$ cat config.mk
export PLATFORM = sky130hd
export DESIGN_NAME = lbm_sweep_ctrl
export DESIGN_NICKNAME = d
export VERILOG_FILES = /design/src/rtl/lbm_pkg.sv /design/src/rtl/lbm_addr_gen.sv /design/src/rtl/lbm_sweep_ctrl.sv
export SDC_FILE = /design/constraint.sdc
export NUM_CORES = 1
export LEC_CHECK = 0
export CORE_MARGIN = 2
export CORE_UTILIZATION = 35
export DETAILED_ROUTE_END_ITERATION = 8
export DONT_BUFFER_PORTS = 1
export HOLD_SLACK_MARGIN = 0.02
export PLACE_DENSITY = 0.58
export SYNTH_ARGS = -nofsm -noshare
export SYNTH_HDL_FRONTEND = slang
export SYNTH_HIERARCHICAL = 1
export SYNTH_SLANG_ARGS = --single-unit
$ cat constraint.sdc
create_clock -name clk -period 8.05 [get_ports clk]
set_input_delay 1.2075 -clock clk [delete_from_list [all_inputs] [get_ports clk]]
set_output_delay 1.2075 -clock clk [all_outputs]
set_load 0.05 [all_outputs]
$ cat src/rtl/lbm_pkg.sv
// lbm_pkg: shared D2Q9 direction tables and sweep FSM state encoding
package lbm_pkg;

   typedef enum logic [3:0] {
      DIR_C0, DIR_N, DIR_NE, DIR_E, DIR_SE, DIR_S, DIR_SW, DIR_W, DIR_NW
   } dir_e;

   localparam int NDIR = 9;

   // Screen coordinates: N moves toward y-1, E moves toward x+1
   localparam int DX [NDIR] = '{0,  0,  1, 1, 1, 0, -1, -1, -1};
   localparam int DY [NDIR] = '{0, -1, -1, 0, 1, 1,  1,  0, -1};

   typedef enum logic [1:0] {
      ST_IDLE, ST_SWEEP, ST_DRAIN, ST_DONE
   } state_e;

   // Fold a coordinate that stepped at most one cell past either edge
   function automatic int wrap_coord(input int v, input int n);
      return (v < 0) ? v + n : ((v >= n) ? v - n : v);
   endfunction

endpackage

$ cat src/rtl/lbm_addr_gen.sv
// lbm_addr_gen: neighbour cell index for one streaming direction
// Define LBM_PERIODIC_EN for wrap-around edges; otherwise off-grid neighbours are flagged invalid.
module lbm_addr_gen
   import lbm_pkg::*;
#(
   parameter int GRID_W = 16,
   parameter int GRID_H = 16,
   parameter int XW     = 4,
   parameter int YW     = 4,
   parameter int IW     = 8
) (
   input  logic [XW-1:0] x_i,
   input  logic [YW-1:0] y_i,
   input  dir_e          dir_i,
   output logic [IW-1:0] idx_o,
   output logic          valid_o
);

   int nx;
   int ny;
   int wx;
   int wy;

   assign nx = int'(x_i) + DX[dir_i];
   assign ny = int'(y_i) + DY[dir_i];

`ifdef LBM_PERIODIC_EN
   assign wx      = wrap_coord(nx, GRID_W);
   assign wy      = wrap_coord(ny, GRID_H);
   assign valid_o = 1'b1;
`else
   assign wx      = nx;
   assign wy      = ny;
   assign valid_o = (nx >= 0) && (nx < GRID_W) && (ny >= 0) && (ny < GRID_H);
`endif

   assign idx_o = valid_o ? IW'(wy * GRID_W + wx) : '0;

endmodule

$ cat src/rtl/lbm_sweep_ctrl.sv
// lbm_sweep_ctrl: raster sweep controller for one LBM time step (read, collide, stream-write)
// Define LBM_PERIODIC_EN for periodic lattice edges; default build suppresses off-grid writes.
`ifndef ADDRESS_WIDTH
`define ADDRESS_WIDTH 9
`endif

module lbm_sweep_ctrl
   import lbm_pkg::*;
#(
   parameter int GRID_W   = 16,
   parameter int GRID_H   = 16,
   parameter int ADDR_W   = `ADDRESS_WIDTH,
   parameter int COLL_LAT = 2
) (
   input  logic                  clk,
   input  logic                  rst,
   input  logic                  en,
   input  logic                  start,
   output logic [ADDR_W-1:0]     rd_addr,
   output logic                  rd_en,
   output logic                  cell_valid,
   output logic [9*ADDR_W-1:0]   wr_addr,
   output logic [8:0]            wr_en,
   output logic                  busy,
   output logic                  done,
   output logic [15:0]           step_count
);

   localparam int N  = GRID_W * GRID_H;
   localparam int XW = (GRID_W > 1) ? $clog2(GRID_W) : 1;
   localparam int YW = (GRID_H > 1) ? $clog2(GRID_H) : 1;
   localparam int IW = ADDR_W - 1;
   localparam int DL = COLL_LAT + 1;
   localparam int DW = $clog2(COLL_LAT + 1);

   generate
      if (ADDR_W < $clog2(N) + 1 || COLL_LAT < 1) begin : g_bad_cfg
         $error("lbm_sweep_ctrl: ADDR_W too small for grid or COLL_LAT < 1");
      end
   endgenerate

   state_e          state_q, state_d;
   logic [XW-1:0]   x_q, x_d;
   logic [YW-1:0]   y_q, y_d;
   logic [DW-1:0]   drain_q, drain_d;
   logic            buf_q, buf_d;
   logic [15:0]     step_q, step_d;
   logic            dv_q [DL];
   logic [XW-1:0]   xs_q [DL];
   logic [YW-1:0]   ys_q [DL];
   logic [IW-1:0]   nidx [9];
   logic [8:0]      nval;
   logic            issue, last_cell, fin;

   assign issue     = (state_q == ST_SWEEP);
   assign last_cell = (x_q == XW'(GRID_W - 1)) && (y_q == YW'(GRID_H - 1));
   assign fin       = (state_q == ST_DRAIN) && (state_d == ST_DONE);

   // State register; en low freezes the FSM
   always_ff @(posedge clk or negedge rst) begin
      if (!rst) state_q <= ST_IDLE;
      else if (en) state_q <= state_d;
   end

   // Next state; only takes effect on en cycles, so start is seen as start&en
   always_comb begin
      state_d = state_q;
      unique case (state_q)
         ST_IDLE:  state_d = start ? ST_SWEEP : ST_IDLE;
         ST_SWEEP: state_d = last_cell ? ST_DRAIN : ST_SWEEP;
         ST_DRAIN: state_d = (drain_q == DW'(COLL_LAT)) ? ST_DONE : ST_DRAIN;
         default:  state_d = ST_IDLE;
      endcase
   end

   // Outputs; strobes are masked on frozen cycles and addresses read 0 when idle
   always_comb begin
      busy       = (state_q == ST_SWEEP) || (state_q == ST_DRAIN);
      done       = en && (state_q == ST_DONE);
      rd_en      = en && issue;
      rd_addr    = rd_en ? {buf_q, IW'(int'(y_q) * GRID_W + int'(x_q))} : '0;
      cell_valid = en && dv_q[0];
   end

   // Raster counters, drain timer, buffer select and step counter next state
   always_comb begin
      x_d     = (issue && x_q != XW'(GRID_W - 1)) ? x_q + XW'(1) : '0;
      y_d     = !issue ? '0 : (x_q != XW'(GRID_W - 1)) ? y_q : last_cell ? '0 : y_q + YW'(1);
      drain_d = (state_q == ST_DRAIN) ? drain_q + DW'(1) : '0;
      buf_d   = buf_q ^ fin;
      step_d  = step_q + 16'(fin);
   end

   // Counter registers
   always_ff @(posedge clk or negedge rst) begin
      if (!rst) begin
         x_q     <= '0;
         y_q     <= '0;
         drain_q <= '0;
         buf_q   <= 1'b0;
         step_q  <= '0;
      end else if (en) begin
         x_q     <= x_d;
         y_q     <= y_d;
         drain_q <= drain_d;
         buf_q   <= buf_d;
         step_q  <= step_d;
      end
   end

   // Coordinate delay line matching RAM read plus collision latency
   always_ff @(posedge clk or negedge rst) begin
      if (!rst) begin
         for (int k = 0; k < DL; k++) begin
            dv_q[k] <= 1'b0;
            xs_q[k] <= '0;
            ys_q[k] <= '0;
         end
      end else if (en) begin
         dv_q[0] <= issue;
         xs_q[0] <= x_q;
         ys_q[0] <= y_q;
         for (int k = 1; k < DL; k++) begin
            dv_q[k] <= dv_q[k-1];
            xs_q[k] <= xs_q[k-1];
            ys_q[k] <= ys_q[k-1];
         end
      end
   end

   assign step_count = step_q;

   generate
      for (genvar d = 0; d < 9; d++) begin : g_dir
         lbm_addr_gen #(
            .GRID_W (GRID_W),
            .GRID_H (GRID_H),
            .XW     (XW),
            .YW     (YW),
            .IW     (IW)
         ) u_ag (
            .x_i     (xs_q[DL-1]),
            .y_i     (ys_q[DL-1]),
            .dir_i   (dir_e'(d)),
            .idx_o   (nidx[d]),
            .valid_o (nval[d])
         );
         assign wr_en[d] = en && dv_q[DL-1] && nval[d];
         assign wr_addr[d*ADDR_W +: ADDR_W] = wr_en[d] ? {~buf_q, nidx[d]} : '0;
      end
   endgenerate

endmodule

==> metrics.cfg <==
[status]
run_status=complete, no violations

[synth]
synth_top_area_cell=sky130_fd_sc_hd__ha_1
yosys.cell_count.top_type=sky130_fd_sc_hd__ha_1
post_synth_main_area_contributors=sky130_fd_sc_hd__ha_1 (31%), sky130_fd_sc_hd__dfrtp_1 (12%), sky130_fd_sc_hd__fa_1 (4.6%), sky130_fd_sc_hd__xnor2_1 (4.3%), sky130_fd_sc_hd__and2_1 (3.9%)
synth.ff_latch_count=56
synth-edff-count=0
synth.cells.most_frequent=sky130_fd_sc_hd__ha_1 (289), sky130_fd_sc_hd__inv_1 (109), sky130_fd_sc_hd__nor2_1 (86), sky130_fd_sc_hd__and2_1 (74), sky130_fd_sc_hd__o21ai_0 (60)
synth.distinct_cells=70
ys_dominant_reg_cell=sky130_fd_sc_hd__dfrtp_1
syn_inst=1298
synthDominantCellAreaShare_pct=30.6
post_synthesis_instance_area_um2=11800
ys_warn_count=6
asyncSetResetFlopFracSynth_pct=100
postSynthAreaPerCell_um2=9.11
sequential_cell_area_fraction_in_the_yosys_report_pct=11.9

[clock_tree]
cts_max_level=2
clk_latency_ns=0.30
tritoncts=built
cts.clk_slew.worst_paths_ns=0.07
cts_buffers=5
cts.path.max_buffers=2
cts-root-buf=sky130_fd_sc_hd__clkbuf_16
post_cts.resized_instances=0
post-cts-setup-buffers=0
cts_num_sinks=56
cts.hold.buffers_added=0

[place]
gp_congestion=0.814
place.detailed.hpwl_um=21300
place_worst_setup_slack_ns=2.22
port-buffer-count=0

[power_and_ir_drop]
power_frac_seq_pct=22.4
power.net_switching_mw=0.673
intPower_mw=0.866
comb_power_share_pct=61.3
swShare_pct=43.7
clock_power_share_pct=16.2
finalPower_mw=1.54
ir_drop_worst_case_vdd_uv=86.2
power_per_cell_area_nw_per_um2=119
static-leakage-power_nw=6.09

[sta]
finClkSkew_ns=0.00521
rsz0062_at_grt=false
final.period_utilization_pct=75.5
setup_violators_final=0
report.final.slew_viol_count=0
postLayoutSetupSlackWorst_ns=1.98
achievable-frequency_ghz=0.165
worst_slew_margin_rel_pct=32.4
finalCriticalPeriod_ns=6.07
totalNegativeSetupSlack_ns=0
hold-worst-slack_ns=0.486
tightest_slew_ns=1.01
hold_violations=0

[final_layout]
design.final.nets=1732
number_of_filler_instances_in_the_final_layout=3426
areaGrowthSynthToFinish_pct=9.44
seqCellArea_um2=1400
antenna_cells_inserted=0
final_layout_size_suffix_gt1_share_pct=11.6
total_area_of_multi_input_combinational_cells_um2=10300

[route]
ant_nets=0
routed_via_density=4.90
drc_errors=0
finalWirelength_um=26700
drtPass1Iterations=4
detailroute.via_count=9118
drtIter0Drc=261
post_drt_wl_per_cell_um=14.4

[critical_path]
worst-setup-path-type=flip-flop to output port
cell_count_of_the_worst_reg_to_reg_path=10
critical_path.startpoint_type=flip-flop
timing.rr.start=x_q[1]
worst_setup_path_end_kind=output port
endpoint_of_the_worst_register_to_register_path=step_count[10]
timing.reg2reg.setup_slack_ns=4.64
worst_setup_path_endpoint=wr_addr[80]
critPathRequiredTime_ns=6.84
crit_fanout=10
worstPathArrival_ns=4.87
critical_path.startpoint=xs_q[0]

[hold_path]
min-delay-path-class=flip-flop to flip-flop
worst_hold_startpoint=dv_q[1]

[global_route]
antenna_found_initial=0
grt_pass1_wl_um=44200
maximum_number_of_pins_on_one_net_before_global_route_repair=61
globalRouteOverflowTotal=0
grt_usage_pct=15.1
vias_in_the_first_global_route=8899

[die]
std_cell_core_area_um2=33400
core.rowCount=67
design.die.area_um2=35300
io-pin-count=123
start_util_pct=35.4
fp.dieH_um=188
die_x_um=188

[job]
timing.max_cap.violations=0

-- final cells by class --
class                           instances  area share [%]
Tap cell                              448            4.33
Timing Repair Buffer                    7           0.406
Multi-Input combinational cell       1224            79.5
Sequential cell                        56            10.8
Clock inverter                          3           0.358
Inverter                              118            3.64
Clock buffer                            5           0.967
-- critical path, cell delays in order (launching register included) --
cell,delay [ns]
sky130_fd_sc_hd__dfrtp_1,0.64
sky130_fd_sc_hd__ha_1,0.29
sky130_fd_sc_hd__inv_1,0.07
sky130_fd_sc_hd__fa_1,0.39
sky130_fd_sc_hd__inv_1,0.08
sky130_fd_sc_hd__a21oi_1,0.06
sky130_fd_sc_hd__nor2_1,0.14
sky130_fd_sc_hd__o21ai_0,0.10
sky130_fd_sc_hd__ha_1,0.29
sky130_fd_sc_hd__inv_1,0.05
sky130_fd_sc_hd__or4_4,0.43
sky130_fd_sc_hd__nor3_4,0.20
sky130_fd_sc_hd__nand4_4,0.20
sky130_fd_sc_hd__nor3_1,0.21
sky130_fd_sc_hd__and3_1,0.61
sky130_fd_sc_hd__nor2b_1,0.81
-- logic make-up (layout without fill, tap and decap cells) --
logic type,after synthesis,count (layout),synth area share (%)
AND/OR/NAND/NOR,439,439,26.3
adder cells (fa/ha/maj),316,316,35.2
AO/OA/AOI/OAI,233,233,12.8
buffers and inverters,142,133,5.11
XOR/XNOR,82,82,6.07
flip-flops,56,56,11.9
multiplexers,28,28,2.66
other,2,126,0.0635
-- metal layers --
metal	wire, um	vias to the layer above	GRT usage [%]	share of wire [%]
met5	0	-	0	0
met4	431	0	2.76	1.6
met3	1200	23	2.73	4.5
met2	12000	138	25.3	45
met1	13100	4192	20.4	49
li1	-	4765	-	-
-- placed cells by master (no fill, tap or decap), types with 27 or more instances in the layout --
cell,count
sky130_fd_sc_hd__mux2_2,27
sky130_fd_sc_hd__fa_1,27
sky130_fd_sc_hd__a21o_1,39
sky130_fd_sc_hd__ha_1,289
sky130_fd_sc_hd__and2_1,74
sky130_fd_sc_hd__a21oi_1,51
sky130_fd_sc_hd__xnor2_1,58
sky130_fd_sc_hd__dfrtp_1,56
sky130_fd_sc_hd__conb_1,126
sky130_fd_sc_hd__nor4_2,34
sky130_fd_sc_hd__nand2_1,43
sky130_fd_sc_hd__nor2_1,86
sky130_fd_sc_hd__o21ai_0,60
sky130_fd_sc_hd__inv_1,109
-- through the flow --
stage / std cells / instance area [um2] / utilization [%]
2_1_floorplan: 1422 / 12300 / -
3_3_place_gp: 1853 / 12800 / 38.3
3_5_place_dp: 1853 / 12800 / 38.3
4_1_cts: 1861 / 12900 / 38.8
5_1_grt: 1861 / 12900 / 38.8
6_report: 1861 / 12900 / 38.8
-- power by group through the flow --
| stage | clock network [mW] | logic [mW] | registers, mW |
|---|---|---|---|
| floorplan | 0 | 0.738 | 0.337 |
| global placement | 0 | 0.877 | 0.350 |
| detailed placement | 0 | 0.884 | 0.352 |
| CTS | 0.258 | 0.894 | 0.347 |
| global route | 0.270 | 1.08 | 0.350 |
| finish | 0.250 | 0.944 | 0.345 |
-- how the worst min path moves through the flow --
stage / end / slack (ns) / cells after the start
after global placement: dv_q[1] / 0.46 / 1
after floorplan: dv_q[2] / 0.45 / 1
after detailed placement: dv_q[1] / 0.47 / 1
after global routing: dv_q[2] / 0.49 / 1
after CTS: dv_q[2] / 0.49 / 1
final: dv_q[1] / 0.49 / 1
-- sequential cells by signal, summed over array words and instances (netlist names) --
register	cells
buf_q	1
drain_q	2
dv_q	3
state_q	2
step_count	16
x_q	4
xs_q	12
y_q	4
ys_q	12
(Power assumes the default switching activity.)
